[config.mk]
export PLATFORM = sky130hd
export DESIGN_NAME = bcp_ucarb
export DESIGN_NICKNAME = d
export VERILOG_FILES = /design/src/rtl/bcp_pkg.sv /design/src/rtl/bcp_ucq_fifo.sv /design/src/rtl/bcp_ucarb.sv
export SDC_FILE = /design/constraint.sdc
export NUM_CORES = 1
export LEC_CHECK = 0
export BUFFER_PORTS_ARGS = -buffer_cell sky130_fd_sc_hd__buf_2
export CAP_MARGIN = 40
export CORE_MARGIN = 2
export CORE_UTILIZATION = 50
export DETAILED_ROUTE_END_ITERATION = 12
export PLACE_DENSITY = 0.69
export SYNTH_ARGS = -nofsm -noshare
export SYNTH_HDL_FRONTEND = slang
export SYNTH_SLANG_ARGS = --single-unit
export TNS_END_PERCENT = 20
[constraint.sdc]
create_clock -name clk -period 3.4 [get_ports clk]
set_input_delay 0.17 -clock clk [delete_from_list [all_inputs] [get_ports clk]]
set_output_delay 0.17 -clock clk [all_outputs]
set_load 0.03 [all_outputs]
[src/rtl/bcp_pkg.sv]
// ---------------------------------------------------------------------------
// bcp_pkg : shared BCP definitions.
//   LIT_W / lit_t   : literal width and signed literal type (0 is invalid)
//   bcp_state_t     : BCP controller phase encoding
//   rr_sel_t        : result of a round-robin pick (found flag + index)
//   ucarb_rr_sel_f  : round-robin select over up to RR_MAX requesters
// ---------------------------------------------------------------------------
package bcp_pkg;

  localparam int LIT_W = 8;
  typedef logic signed [LIT_W-1:0] lit_t;

  typedef enum logic [1:0] {
    BCP_IDLE      = 2'd0,
    BCP_DECIDE    = 2'd1,
    BCP_PROPAGATE = 2'd2,
    BCP_CONFLICT  = 2'd3
  } bcp_state_t;

  localparam int RR_MAX   = 32;
  localparam int RR_IDX_W = 5;

  typedef struct packed {
    logic                found;
    logic [RR_IDX_W-1:0] idx;
  } rr_sel_t;

  // First set bit of req[n-1:0], searching upward from ptr and wrapping at n.
  function automatic rr_sel_t ucarb_rr_sel_f(input logic [RR_MAX-1:0]   req,
                                             input logic [RR_IDX_W-1:0] ptr,
                                             input int                  n);
    rr_sel_t sel;
    int      j;
    sel.found = 1'b0;
    sel.idx   = {RR_IDX_W{1'b0}};
    for (int k = 0; k < RR_MAX; k++) begin
      j = (int'(ptr) + k) % n;
      if (!sel.found && (k < n) && req[RR_IDX_W'(j)]) begin
        sel.found = 1'b1;
        sel.idx   = RR_IDX_W'(j);
      end
    end
    return sel;
  endfunction

endpackage

[src/rtl/bcp_ucq_fifo.sv]
// ---------------------------------------------------------------------------
// bcp_ucq_fifo : synchronous FIFO backing the unit-clause queue.
//   clk, rst_n   : clock, synchronous active-low reset
//   flush        : empty the queue at the next edge
//   push/push_data, pop : enqueue / dequeue; push while full only with pop
//   head         : oldest entry
//   full, empty, count : occupancy
//   contents     : raw storage, slot j at [j*W +: W]
//   valid_mask   : bit j set when storage slot j holds a live entry
// ---------------------------------------------------------------------------
module bcp_ucq_fifo
  import bcp_pkg::*;
#(
  parameter int DEPTH = 16,
  parameter int W     = 8
) (
  input  logic                   clk,
  input  logic                   rst_n,
  input  logic                   flush,
  input  logic                   push,
  input  logic [W-1:0]           push_data,
  input  logic                   pop,
  output logic [W-1:0]           head,
  output logic                   full,
  output logic                   empty,
  output logic [$clog2(DEPTH):0] count,
  output logic [DEPTH*W-1:0]     contents,
  output logic [DEPTH-1:0]       valid_mask
);

  localparam int AW = $clog2(DEPTH);

  logic [W-1:0]  mem_r [DEPTH];
  logic [AW-1:0] wr_ptr_r;
  logic [AW-1:0] rd_ptr_r;
  logic [AW:0]   count_r;
  logic          do_push_s;
  logic          do_pop_s;

  assign full      = (count_r == (AW+1)'(DEPTH));
  assign empty     = (count_r == (AW+1)'(0));
  assign count     = count_r;
  assign head      = mem_r[rd_ptr_r];
  assign do_pop_s  = pop && !empty;
  // A full queue still accepts a push when the head leaves in the same cycle.
  assign do_push_s = push && (!full || do_pop_s);

  // Pointer and occupancy update; power-of-two depth makes pointers wrap naturally.
  always_ff @(posedge clk) begin
    if (!rst_n || flush) begin
      wr_ptr_r <= {AW{1'b0}};
      rd_ptr_r <= {AW{1'b0}};
      count_r  <= {(AW+1){1'b0}};
    end else begin
      if (do_push_s) wr_ptr_r <= wr_ptr_r + AW'(1);
      if (do_pop_s)  rd_ptr_r <= rd_ptr_r + AW'(1);
      case ({do_push_s, do_pop_s})
        2'b10:   count_r <= count_r + (AW+1)'(1);
        2'b01:   count_r <= count_r - (AW+1)'(1);
        default: count_r <= count_r;
      endcase
    end
  end

  // Entry storage.
  always_ff @(posedge clk) begin
    if (!rst_n) begin
      for (int j = 0; j < DEPTH; j++) mem_r[j] <= {W{1'b0}};
    end else if (do_push_s && !flush) begin
      mem_r[wr_ptr_r] <= push_data;
    end
  end

  // Flattened storage view plus liveness of each slot relative to the head.
  always_comb begin
    contents   = {(DEPTH*W){1'b0}};
    valid_mask = {DEPTH{1'b0}};
    for (int j = 0; j < DEPTH; j++) begin
      contents[j*W +: W] = mem_r[j];
      valid_mask[j]      = ({1'b0, AW'(j) - rd_ptr_r} < count_r);
    end
  end

endmodule

[src/rtl/bcp_ucarb.sv]
// ---------------------------------------------------------------------------
// bcp_ucarb : unit-clause arbiter between the decision unit and the BCP PEs.
//   clk, rst_n                 : clock, synchronous active-low reset
//   dec_lit/dec_valid/dec_ready: decision literal handshake
//   pe_imply_valid/pe_imply_lit: per-PE implications (PE i at [i*LIT_W +: LIT_W])
//   pe_conflict, pe_stall      : per-PE conflict and idle-and-starved flags
//   pe_newLitAccept            : per-PE accept of the broadcast literal
//   newLit/newLitValid         : broadcast UCQ head
//   ucarb_halt                 : freeze PEs while captured implications drain
//   conflict/conflict_clr      : sticky conflict flag and full flush
//   quiescent                  : BCP round complete
// Build option: define UCARB_DEDUP_EN to drop duplicate implications and
// flag a conflict when an implication is the complement of a queued literal.
// ---------------------------------------------------------------------------
module bcp_ucarb #(
  parameter int NUM_PE    = 4,
  parameter int UCQ_DEPTH = 16,
  parameter int LIT_W     = 8
) (
  input  logic                    clk,
  input  logic                    rst_n,
  input  logic [LIT_W-1:0]        dec_lit,
  input  logic                    dec_valid,
  output logic                    dec_ready,
  input  logic [NUM_PE-1:0]       pe_imply_valid,
  input  logic [NUM_PE*LIT_W-1:0] pe_imply_lit,
  input  logic [NUM_PE-1:0]       pe_conflict,
  input  logic [NUM_PE-1:0]       pe_stall,
  input  logic [NUM_PE-1:0]       pe_newLitAccept,
  output logic [LIT_W-1:0]        newLit,
  output logic                    newLitValid,
  output logic                    ucarb_halt,
  output logic                    conflict,
  input  logic                    conflict_clr,
  output logic                    quiescent
);

  import bcp_pkg::*;

  localparam int PTR_W = (NUM_PE > 1) ? $clog2(NUM_PE) : 1;
  localparam int CNT_W = $clog2(UCQ_DEPTH) + 1;

  logic [NUM_PE-1:0]        pend_v_r;
  logic [LIT_W-1:0]         pend_lit_r [NUM_PE];
  logic [PTR_W-1:0]         rr_ptr_r;
  logic                     conflict_r;

  logic [RR_MAX-1:0]        req_pad_s;
  rr_sel_t                  rr_sel_s;
  logic [PTR_W-1:0]         sel_idx_s;
  logic [LIT_W-1:0]         sel_lit_s;
  logic [PTR_W-1:0]         next_rr_s;

  logic [LIT_W-1:0]         ucq_head_s;
  logic                     ucq_full_s;
  logic                     ucq_empty_s;
  logic [CNT_W-1:0]         ucq_count_s;
  logic [UCQ_DEPTH*LIT_W-1:0] ucq_contents_s;
  logic [UCQ_DEPTH-1:0]     ucq_valid_s;
  logic                     ucq_push_s;
  logic [LIT_W-1:0]         ucq_wdata_s;

  logic                     pop_s;
  logic                     drain_s;
  logic                     drain_push_s;
  logic                     dec_fire_s;
  logic                     dup_hit_s;
  logic                     neg_hit_s;
  logic                     conflict_set_s;
  logic                     unused_s;

  bcp_ucq_fifo #(
    .DEPTH (UCQ_DEPTH),
    .W     (LIT_W)
  ) u_ucq (
    .clk        (clk),
    .rst_n      (rst_n),
    .flush      (conflict_clr),
    .push       (ucq_push_s),
    .push_data  (ucq_wdata_s),
    .pop        (pop_s),
    .head       (ucq_head_s),
    .full       (ucq_full_s),
    .empty      (ucq_empty_s),
    .count      (ucq_count_s),
    .contents   (ucq_contents_s),
    .valid_mask (ucq_valid_s)
  );

  // Round-robin pick of the next pending implication to drain.
  always_comb begin
    req_pad_s             = {RR_MAX{1'b0}};
    req_pad_s[NUM_PE-1:0] = pend_v_r;
    rr_sel_s              = ucarb_rr_sel_f(req_pad_s, RR_IDX_W'(rr_ptr_r), NUM_PE);
    sel_idx_s             = rr_sel_s.idx[PTR_W-1:0];
    sel_lit_s             = pend_lit_r[sel_idx_s];
    if (sel_idx_s == PTR_W'(NUM_PE - 1)) begin
      next_rr_s = {PTR_W{1'b0}};
    end else begin
      next_rr_s = sel_idx_s + PTR_W'(1);
    end
  end

`ifdef UCARB_DEDUP_EN
  // Compare the drain candidate against every live queue entry.
  always_comb begin
    dup_hit_s = 1'b0;
    neg_hit_s = 1'b0;
    for (int j = 0; j < UCQ_DEPTH; j++) begin
      dup_hit_s = dup_hit_s | (ucq_valid_s[j] &&
                  (ucq_contents_s[j*LIT_W +: LIT_W] == sel_lit_s));
      neg_hit_s = neg_hit_s | (ucq_valid_s[j] &&
                  (ucq_contents_s[j*LIT_W +: LIT_W] == (LIT_W'(0) - sel_lit_s)));
    end
  end
  assign unused_s = ^{ucq_count_s, rr_sel_s};
`else
  assign dup_hit_s = 1'b0;
  assign neg_hit_s = 1'b0;
  assign unused_s  = ^{ucq_count_s, rr_sel_s, ucq_contents_s, ucq_valid_s};
`endif

  assign ucarb_halt  = |pend_v_r;
  assign conflict    = conflict_r;
  assign newLit      = ucq_head_s;
  assign newLitValid = !ucq_empty_s && !conflict_r;
  // Halted PEs normally hold the head, but a full queue with implications
  // waiting must still be able to pop or the drain would never progress.
  assign pop_s       = newLitValid && (&pe_newLitAccept) && (!ucarb_halt || ucq_full_s);
  assign drain_s     = rr_sel_s.found && (!ucq_full_s || pop_s);
  assign drain_push_s   = drain_s && !dup_hit_s;
  assign conflict_set_s = (|pe_conflict) || (drain_s && neg_hit_s);
  // Decisions need an empty queue and no halt, so they never collide with a drain.
  assign dec_ready   = !ucarb_halt && !conflict_r && ucq_empty_s && (&pe_stall);
  assign dec_fire_s  = dec_valid && dec_ready;
  assign ucq_push_s  = dec_fire_s || drain_push_s;
  assign ucq_wdata_s = dec_fire_s ? dec_lit : sel_lit_s;
  assign quiescent   = ucq_empty_s && !ucarb_halt && (&pe_stall) && !conflict_r;

  // Pending registers: capture when running, drain one per cycle when halted.
  always_ff @(posedge clk) begin
    if (!rst_n || conflict_clr) begin
      pend_v_r <= {NUM_PE{1'b0}};
      for (int i = 0; i < NUM_PE; i++) pend_lit_r[i] <= {LIT_W{1'b0}};
    end else if (ucarb_halt) begin
      if (drain_s) pend_v_r[sel_idx_s] <= 1'b0;
    end else begin
      for (int i = 0; i < NUM_PE; i++) begin
        // Literal 0 is reserved and never captured.
        if (pe_imply_valid[i] && (pe_imply_lit[i*LIT_W +: LIT_W] != {LIT_W{1'b0}})) begin
          pend_v_r[i]   <= 1'b1;
          pend_lit_r[i] <= pe_imply_lit[i*LIT_W +: LIT_W];
        end
      end
    end
  end

  // Round-robin pointer moves past the entry just drained.
  always_ff @(posedge clk) begin
    if (!rst_n) begin
      rr_ptr_r <= {PTR_W{1'b0}};
    end else if (!conflict_clr && drain_s) begin
      rr_ptr_r <= next_rr_s;
    end
  end

  // Sticky conflict; the clear wins over a same-cycle set.
  always_ff @(posedge clk) begin
    if (!rst_n || conflict_clr) begin
      conflict_r <= 1'b0;
    end else if (conflict_set_s) begin
      conflict_r <= 1'b1;
    end
  end

endmodule

=== Word level (Yosys, flattened, before mapping) ===
Memory sizes are Yosys's and may differ from the RTL's. A register that Yosys moved wholly into a read port is not among the register bits.
Index checks and enable logic that the tools add are counted.

* Multiplexer cells: 57
* Add/sub/neg operators: 8
* Equal/unequal tests: 5
* Bitwise logic cells: 9
* Reduce and logical (&&, ||, !) cells: 59
* $lt $le $gt $ge: 6

{| class="wikitable"
|+ Operators with widths
! operator !! number
|-
| $mux 8 || 6
|-
| $mux 1 || 35
|-
| $reduce_bool 8->1 || 4
|-
| $mux 6 || 4
|-
| $logic_and 1x1->1 || 23
|-
| $lt 3x7->1 const B || 3
|-
| $mux 4 || 5
|-
| $pmux 5 s2 || 1
|-
| $reduce_bool 2->1 || 5
|-
| $bmux 1 s3 || 3
|-
| $logic_not 1->1 || 9
|-
| $add 4x1->4 const B || 2
|-
| $reduce_and 2->1 || 4
|-
| $reduce_and 4->1 || 2
|-
| $reduce_or 4->1 || 2
|-
| $reduce_or 8->1 || 1
|-
| $lt 2x6->1 const B || 1
|-
| $reduce_or 2->1 || 3
|-
| $add 5x1->5 const B || 1
|-
| $eq 5x5->1 const B || 1
|-
| $logic_not 5->1 || 1
|-
| $logic_or 1x1->1 || 5
|-
| $sub 5x1->5 const B || 1
|-
| $add 2x1->2 const B || 2
|-
| other kinds (13) || 20
|}

* Word-level logic and storage cells: 155
* Memories kept: 2
* RAM bits: 160
* Bits in registers: 20
* Bits of input ports: 60

{| class="wikitable"
|+ Memories
! name !! words !! bits a word !! read ports !! clocked after memory_dff !! write ports !! line !! text
|-
| u_ucq.mem_r || 16 || 8 || 1 || 1 || 16 || bcp_ucq_fifo.sv:33 || <nowiki>logic [W-1:0] mem_r [DEPTH];</nowiki>
|-
| pend_lit_r || 4 || 8 || 1 || 0 || 4 || bcp_ucarb.sv:44 || <nowiki>logic [LIT_W-1:0] pend_lit_r [NUM_PE];</nowiki>
|}

=== Depth between registers and ports, before layout ===
* Word-level depth: 23
* Depth in mapped cells: 13

=== Modules after synthesis ===
A second synthesis with hierarchy kept.

* Cells, all modules: 834
* Area, all modules: 9669.3 µm²

{| class="wikitable"
|+ Modules (own cells, without submodules)
! module !! instances !! seq. area each (µm²) !! cells an instance !! area each (µm²)
|-
| bcp_ucq_fifo || 1 || 4184.0 || 625 || 7488.4
|-
| bcp_ucarb || 1 || 1101.1 || 209 || 2180.8
|}

=== Least setup slack after synthesis ===
Ideal clock, no wire load.

* Kind: reg-to-reg
* From: reg pend_v_r[0]
* To: reg u_ucq.count_r[4] (netlist: u_ucq.count[4])
* Arrival: 3.025 ns
* Clock period less this slack: 3.095 ns
* Required time: 3.330 ns
* Stages on the path, launching flop included: 13
* Setup slack: 0.305 ns
* Cells stage by stage: dfxtp_1 nor4_4 inv_2 a41oi_1 a2bb2oi_2 buf_4 ha_1 ha_1 a21o_1 a21oi_1 xor2_1 or3_1 a21oi_1

* Elaborated cells between the ends (all ways): 39

{| class="wikitable"
|+ RTL lines
! element !! line !! text
|-
| start, declared || bcp_ucarb.sv:43 || <nowiki>logic [NUM_PE-1:0] pend_v_r;</nowiki>
|-
| start signal, assigned || bcp_ucarb.sv:143 || <nowiki>pend_v_r <= {NUM_PE{1'b0}};</nowiki>
|-
| $reduce_or 4->1 (*) || bcp_ucarb.sv:123 || <nowiki>assign ucarb_halt = |pend_v_r;</nowiki>
|-
| net ucarb_halt || bcp_ucarb.sv:32 || <nowiki>output logic ucarb_halt,</nowiki>
|-
| $logic_not 1->1 (*) || bcp_ucarb.sv:129, bcp_ucarb.sv:134 ||
|-
| $logic_and 1x1->1 / $logic_or 1x1->1 (equally long branches) || bcp_ucarb.sv:134, bcp_ucarb.sv:129 ||
|-
| $logic_and 1x1->1, on equally long branches || bcp_ucarb.sv:134, bcp_ucarb.sv:129 ||
|-
| $logic_and 1x1->1 / $logic_or 1x1->1 (equally long branches) || bcp_ucarb.sv:134, bcp_ucarb.sv:130 ||
|-
| $logic_and 1x1->1, on equally long branches || bcp_ucarb.sv:135, bcp_ucarb.sv:130 ||
|-
| $logic_or 1x1->1 || bcp_ucarb.sv:136 || <nowiki>assign ucq_push_s = dec_fire_s || drain_push_s;</nowiki>
|-
| $logic_and 1x1->1 || bcp_ucq_fifo.sv:46 || <nowiki>assign do_push_s = push && (!full || do_pop_s);</nowiki>
|-
| $eq 2x1->1 / $eq 2x2->1 (equally long branches) || bcp_ucq_fifo.sv:57 || <nowiki>case ({do_push_s, do_pop_s})</nowiki>
|-
| $pmux 5 s2 / $reduce_bool 2->1 (equally long branches) || - ||
|-
| end signal, assigned || bcp_ucq_fifo.sv:58 || <nowiki>2'b10: count_r <= count_r + (AW+1)'(1);</nowiki>
|-
| end signal, assigned || bcp_ucq_fifo.sv:59 || <nowiki>2'b01: count_r <= count_r - (AW+1)'(1);</nowiki>
|-
| end signal, assigned || bcp_ucq_fifo.sv:60 || <nowiki>default: count_r <= count_r;</nowiki>
|-
| end, declared || bcp_ucq_fifo.sv:36 || <nowiki>logic [AW:0] count_r;</nowiki>
|}

Mark *: on every way through the listed nets, which the timed path passes. The rest lies on a longest branch. The select of a mux whose other input is x is not followed.
A chain may end at the register's enable or synchronous reset.

=== Final worst setup path ===
* From: reg u_ucq.count_r[0] (netlist: u_ucq.count[0])
* To: reg u_ucq.count_r[4] (netlist: u_ucq.count[4])

* Elaborated cells between the ends (all ways): 23

{| class="wikitable"
|+ RTL lines
! element !! line !! text
|-
| start signal, assigned || bcp_ucq_fifo.sv:53 || <nowiki>count_r <= {(AW+1){1'b0}};</nowiki>
|-
| start signal, assigned || bcp_ucq_fifo.sv:58 ||
|-
| start signal, assigned || bcp_ucq_fifo.sv:59 ||
|-
| $logic_not 5->1 || bcp_ucq_fifo.sv:41 || <nowiki>assign empty = (count_r == (AW+1)'(0));</nowiki>
|-
| $logic_not 1->1 || bcp_ucq_fifo.sv:44, bcp_ucarb.sv:126 ||
|-
| $logic_and 1x1->1 || bcp_ucarb.sv:126 || <nowiki>assign newLitValid = !ucq_empty_s && !conflict_r;</nowiki>
|-
| $logic_and 1x1->1 (2 in a row) || bcp_ucarb.sv:129 || <nowiki>assign pop_s = newLitValid && (&pe_newLitAccept) && (!ucarb_halt || ucq_full_s);</nowiki>
|-
| $logic_and 1x1->1 (*) || bcp_ucq_fifo.sv:44 || <nowiki>assign do_pop_s = pop && !empty;</nowiki>
|-
| net u_ucq.do_pop_s || bcp_ucq_fifo.sv:38 || <nowiki>logic do_pop_s;</nowiki>
|-
| $logic_or 1x1->1 || bcp_ucq_fifo.sv:46 ||
|-
| $logic_and 1x1->1 || bcp_ucq_fifo.sv:46 ||
|-
| $eq 2x1->1 / $eq 2x2->1 (equally long branches) || bcp_ucq_fifo.sv:57 ||
|-
| $pmux 5 s2 / $reduce_bool 2->1 (equally long branches) || - ||
|}

Mark *: on every way through the listed nets, which the timed path passes. The rest lies on a longest branch.

==> run metrics <==
CTS tree=done; worst slew pin tran=0.7067 ns; Distinct cells, synth=45; ranking of synthesized cells by area=edfxtp_1 (56%), mux4_2 (13%), nor2_1 (6.3%); Total Routing Usage GR=21.61%; Required @ worst endpoint=3.76 ns; CP Class=register to register; number of I/O port buffers=72; leading area contributor after synthesis=edfxtp_1; ys async rst share=0%; Power Density=522.9 nW/um^2; yosys warns=0; total power=approximately 5.1 mW; DPL Wire Length=13020 um; fillers=1302; Final Net Count=755; gr ovfl total=0; most used flip-flop cell after synthesis=edfxtp_1; WP data arrival=3.31 ns; most common cell in the netlist=edfxtp_1; CTS H-Tree Depth=4; status=complete, no violations; Residual DRC=0; clock latency on the worst-skew pair=~0.43 ns; die width=about 140 um; dpl ws=0.4574 ns; switching power=about 1.2 mW; top-area cell type share of the netlist area=a little under three fifths; total die area=roughly 18000 um^2; Worst Path Max Fanout=5; Comb power frac=9.3%; first-pass iteration count of the detailed router=4; Via Count=around 5200; routed len/inst=19.91 um; Fin Clk Skew=0.01080 ns; RSZ-0062 raised after global routing=no; deepest clock path buffer count=2; largest net degree at the start of global routing=33; Final Hold Viols=0; Seq/Total Area, Yosys=61.56%; first-pass GRT wire length=just under 30000 um; Reg clk slew, reported paths=0.07 ns; # rows=between 40 and 50; period utilisation layout=between 80% and 90%; gpl congestion=~0.8; Seq pwr share=roughly half; fmax=339.3 MHz; sum of routed wire length over all layers=18170 um; Mapped Area=8586 um^2; DR iter-0 viols=around 410; Syn Nets=678; P&R area growth vs syn=13.74%; Leak=3.491 nW; io pins=73; Pint=3.936 mW; Cells after Synth=604; peak supply drop=373.1 uV; MaxCap Viol Count=0; minimum clock period after layout=2.947 ns; vias in the first global route=5268; Clock power frac=40.2%; crit end category=register; clock sink count=184; post_cts resized=0; vias per cell=5.645; Detail Route Antenna Nets=0; hold crit path type=input pin to register; TNS Setup=0 ns; Starting Density=~51%; layout cell share with drive strength beyond 1=between 20% and 30%; Slew HR=roughly half; Final setup viols=0; Sw Ratio=22.93%; Core Box Area=approximately 17000 um^2; PnR worst setup slack=around 0.45 ns; Avg Cell Area, Syn=14.21 um^2; Pins Over Slew Limit=0; Root Driver=clkbuf_16; final core occ=58.47%; startpoint types=register; synthesized flop and latch total=approximately 180; ant diodes=0; Die Ht=135.0 um; Synth top cells by count=edfxtp_1 (160), nor2_1 (145), mux4_2 (48); initial antenna violation count=0; TritonCTS buffer count=17; EDFF count, synth=160
==> power groups by stage <==
stage               clock network, mW  registers [mW]  logic, mW
floorplan                           0            2.62      0.343
global placement                    0            2.63      0.459
detailed placement                  0            2.63      0.474
CTS                              2.09            2.58      0.477
global route                     2.17            2.59      0.510
finish                           2.05            2.58      0.473
==> stage by stage <==
step	hold slack, ns	instance area, um^2	instances
floorplan	0.3419	8586	604
global placement	0.4364	9140	880
detailed placement	0.4460	9140	880
CTS	0.007583	9766	913
global route	0.01382	9766	913
finish	0.02711	9766	913
==> per-layer routing <==
metal | global-route usage (%) | up-vias | share of wire (%) | routed length, um
met5 | 0 | - | 0 | 0
met4 | 6.019 | 0 | 1.6 | 293
met3 | 4.580 | 24 | 5.9 | 1081
met2 | 36.75 | 194 | 51 | 9202
met1 | 28.40 | 2553 | 42 | 7596
li1 | - | 2383 | - | -
==> path summary, 6_finish.rpt <==
check	from	to	slack, ns	cells past startpoint
setup / recovery	u_ucq.count[0]$_SDFFE_PP0P_	u_ucq.count[4]$_SDFFE_PP0P_	0.45	11
hold / removal	pe_imply_lit[23]	pend_lit_r[2][7]$_SDFFCE_PN0P_	0.03	2
setup reg to reg	u_ucq.count[0]$_SDFFE_PP0P_	u_ucq.count[4]$_SDFFE_PP0P_	0.45	11
hold reg to reg	rr_ptr_r[0]$_SDFFE_PN0P_	rr_ptr_r[0]$_SDFFE_PN0P_	0.54	2
==> layout by cell type (no fill, tap or decap), types with 3 or more instances in the layout <==
cell type	instances
edfxtp_1	160
nor2_1	145
buf_2	72
mux4_2	48
nand2_1	40
and2_1	33
dfxtp_1	23
clkbuf_16	17
a21oi_1	16
ha_1	13
nand3_2	12
buf_4	10
inv_1	9
nor4_1	9
mux2i_4	8
mux2i_1	6
o21ai_0	5
nand3_1	5
nor2_2	5
xor2_1	5
nand2b_1	4
bufinv_16	4
or3_1	3
xnor2_1	3
clkinv_2	3
==> registers in the layout, summed over array words and instances, names as in the netlist, named ones only <==
| register | flops |
|---|---|
| u_ucq.count | 5 |
| pend_lit_r | 32 |
| u_ucq.rd_ptr_r | 4 |
| rr_ptr_r | 2 |
| conflict | 1 |
| u_ucq.wr_ptr_r | 4 |
| u_ucq.mem_r | 128 |
| pend_v_r | 4 |
==> worst max-delay path: stages, from the launching register on <==
cell	delay, ns
dfxtp_1	0.37
nor4_4	0.41
mux2i_1	0.24
nor2_1	0.05
buf_4	0.15
ha_1	0.28
fa_1	0.44
a21o_1	0.20
a21oi_1	0.20
xor2_1	0.10
or3_1	0.31
a21oi_1	0.14
==> kinds of logic (layout without fill, tap and decap cells) <==
family	Yosys count	count (layout)	synth area share [%]
flip-flops	184	184	61.56
buffers and inverters	37	126	2.507
multiplexers	62	62	15.39
adder cells (fa/ha/maj)	14	14	2.128
XOR/XNOR	8	8	0.8161
AO/OA/AOI/OAI	29	29	2.026
AND/OR/NAND/NOR	270	270	15.58
==> area by class of cell <==
cell class / count / area [um^2] / share of cell area (%)
Multi-Input combinational cell: 383 / 3085 / 31.60
Sequential cell: 184 / 5286 / 54.13
Inverter: 10 / 37.54 / 0.3844
Tap cell: 220 / 275.3 / 2.819
Timing Repair Buffer: 85 / 475.5 / 4.869
Clock inverter: 13 / 176.4 / 1.807
Clock buffer: 18 / 429.2 / 4.395
==> timing repair <==
item | in CTS | in global routing
hold endpoints to repair | 1 | 0
setup buffers | 0 | 0
hold buffers | 2 | 0
(Power assumes the default switching activity.)
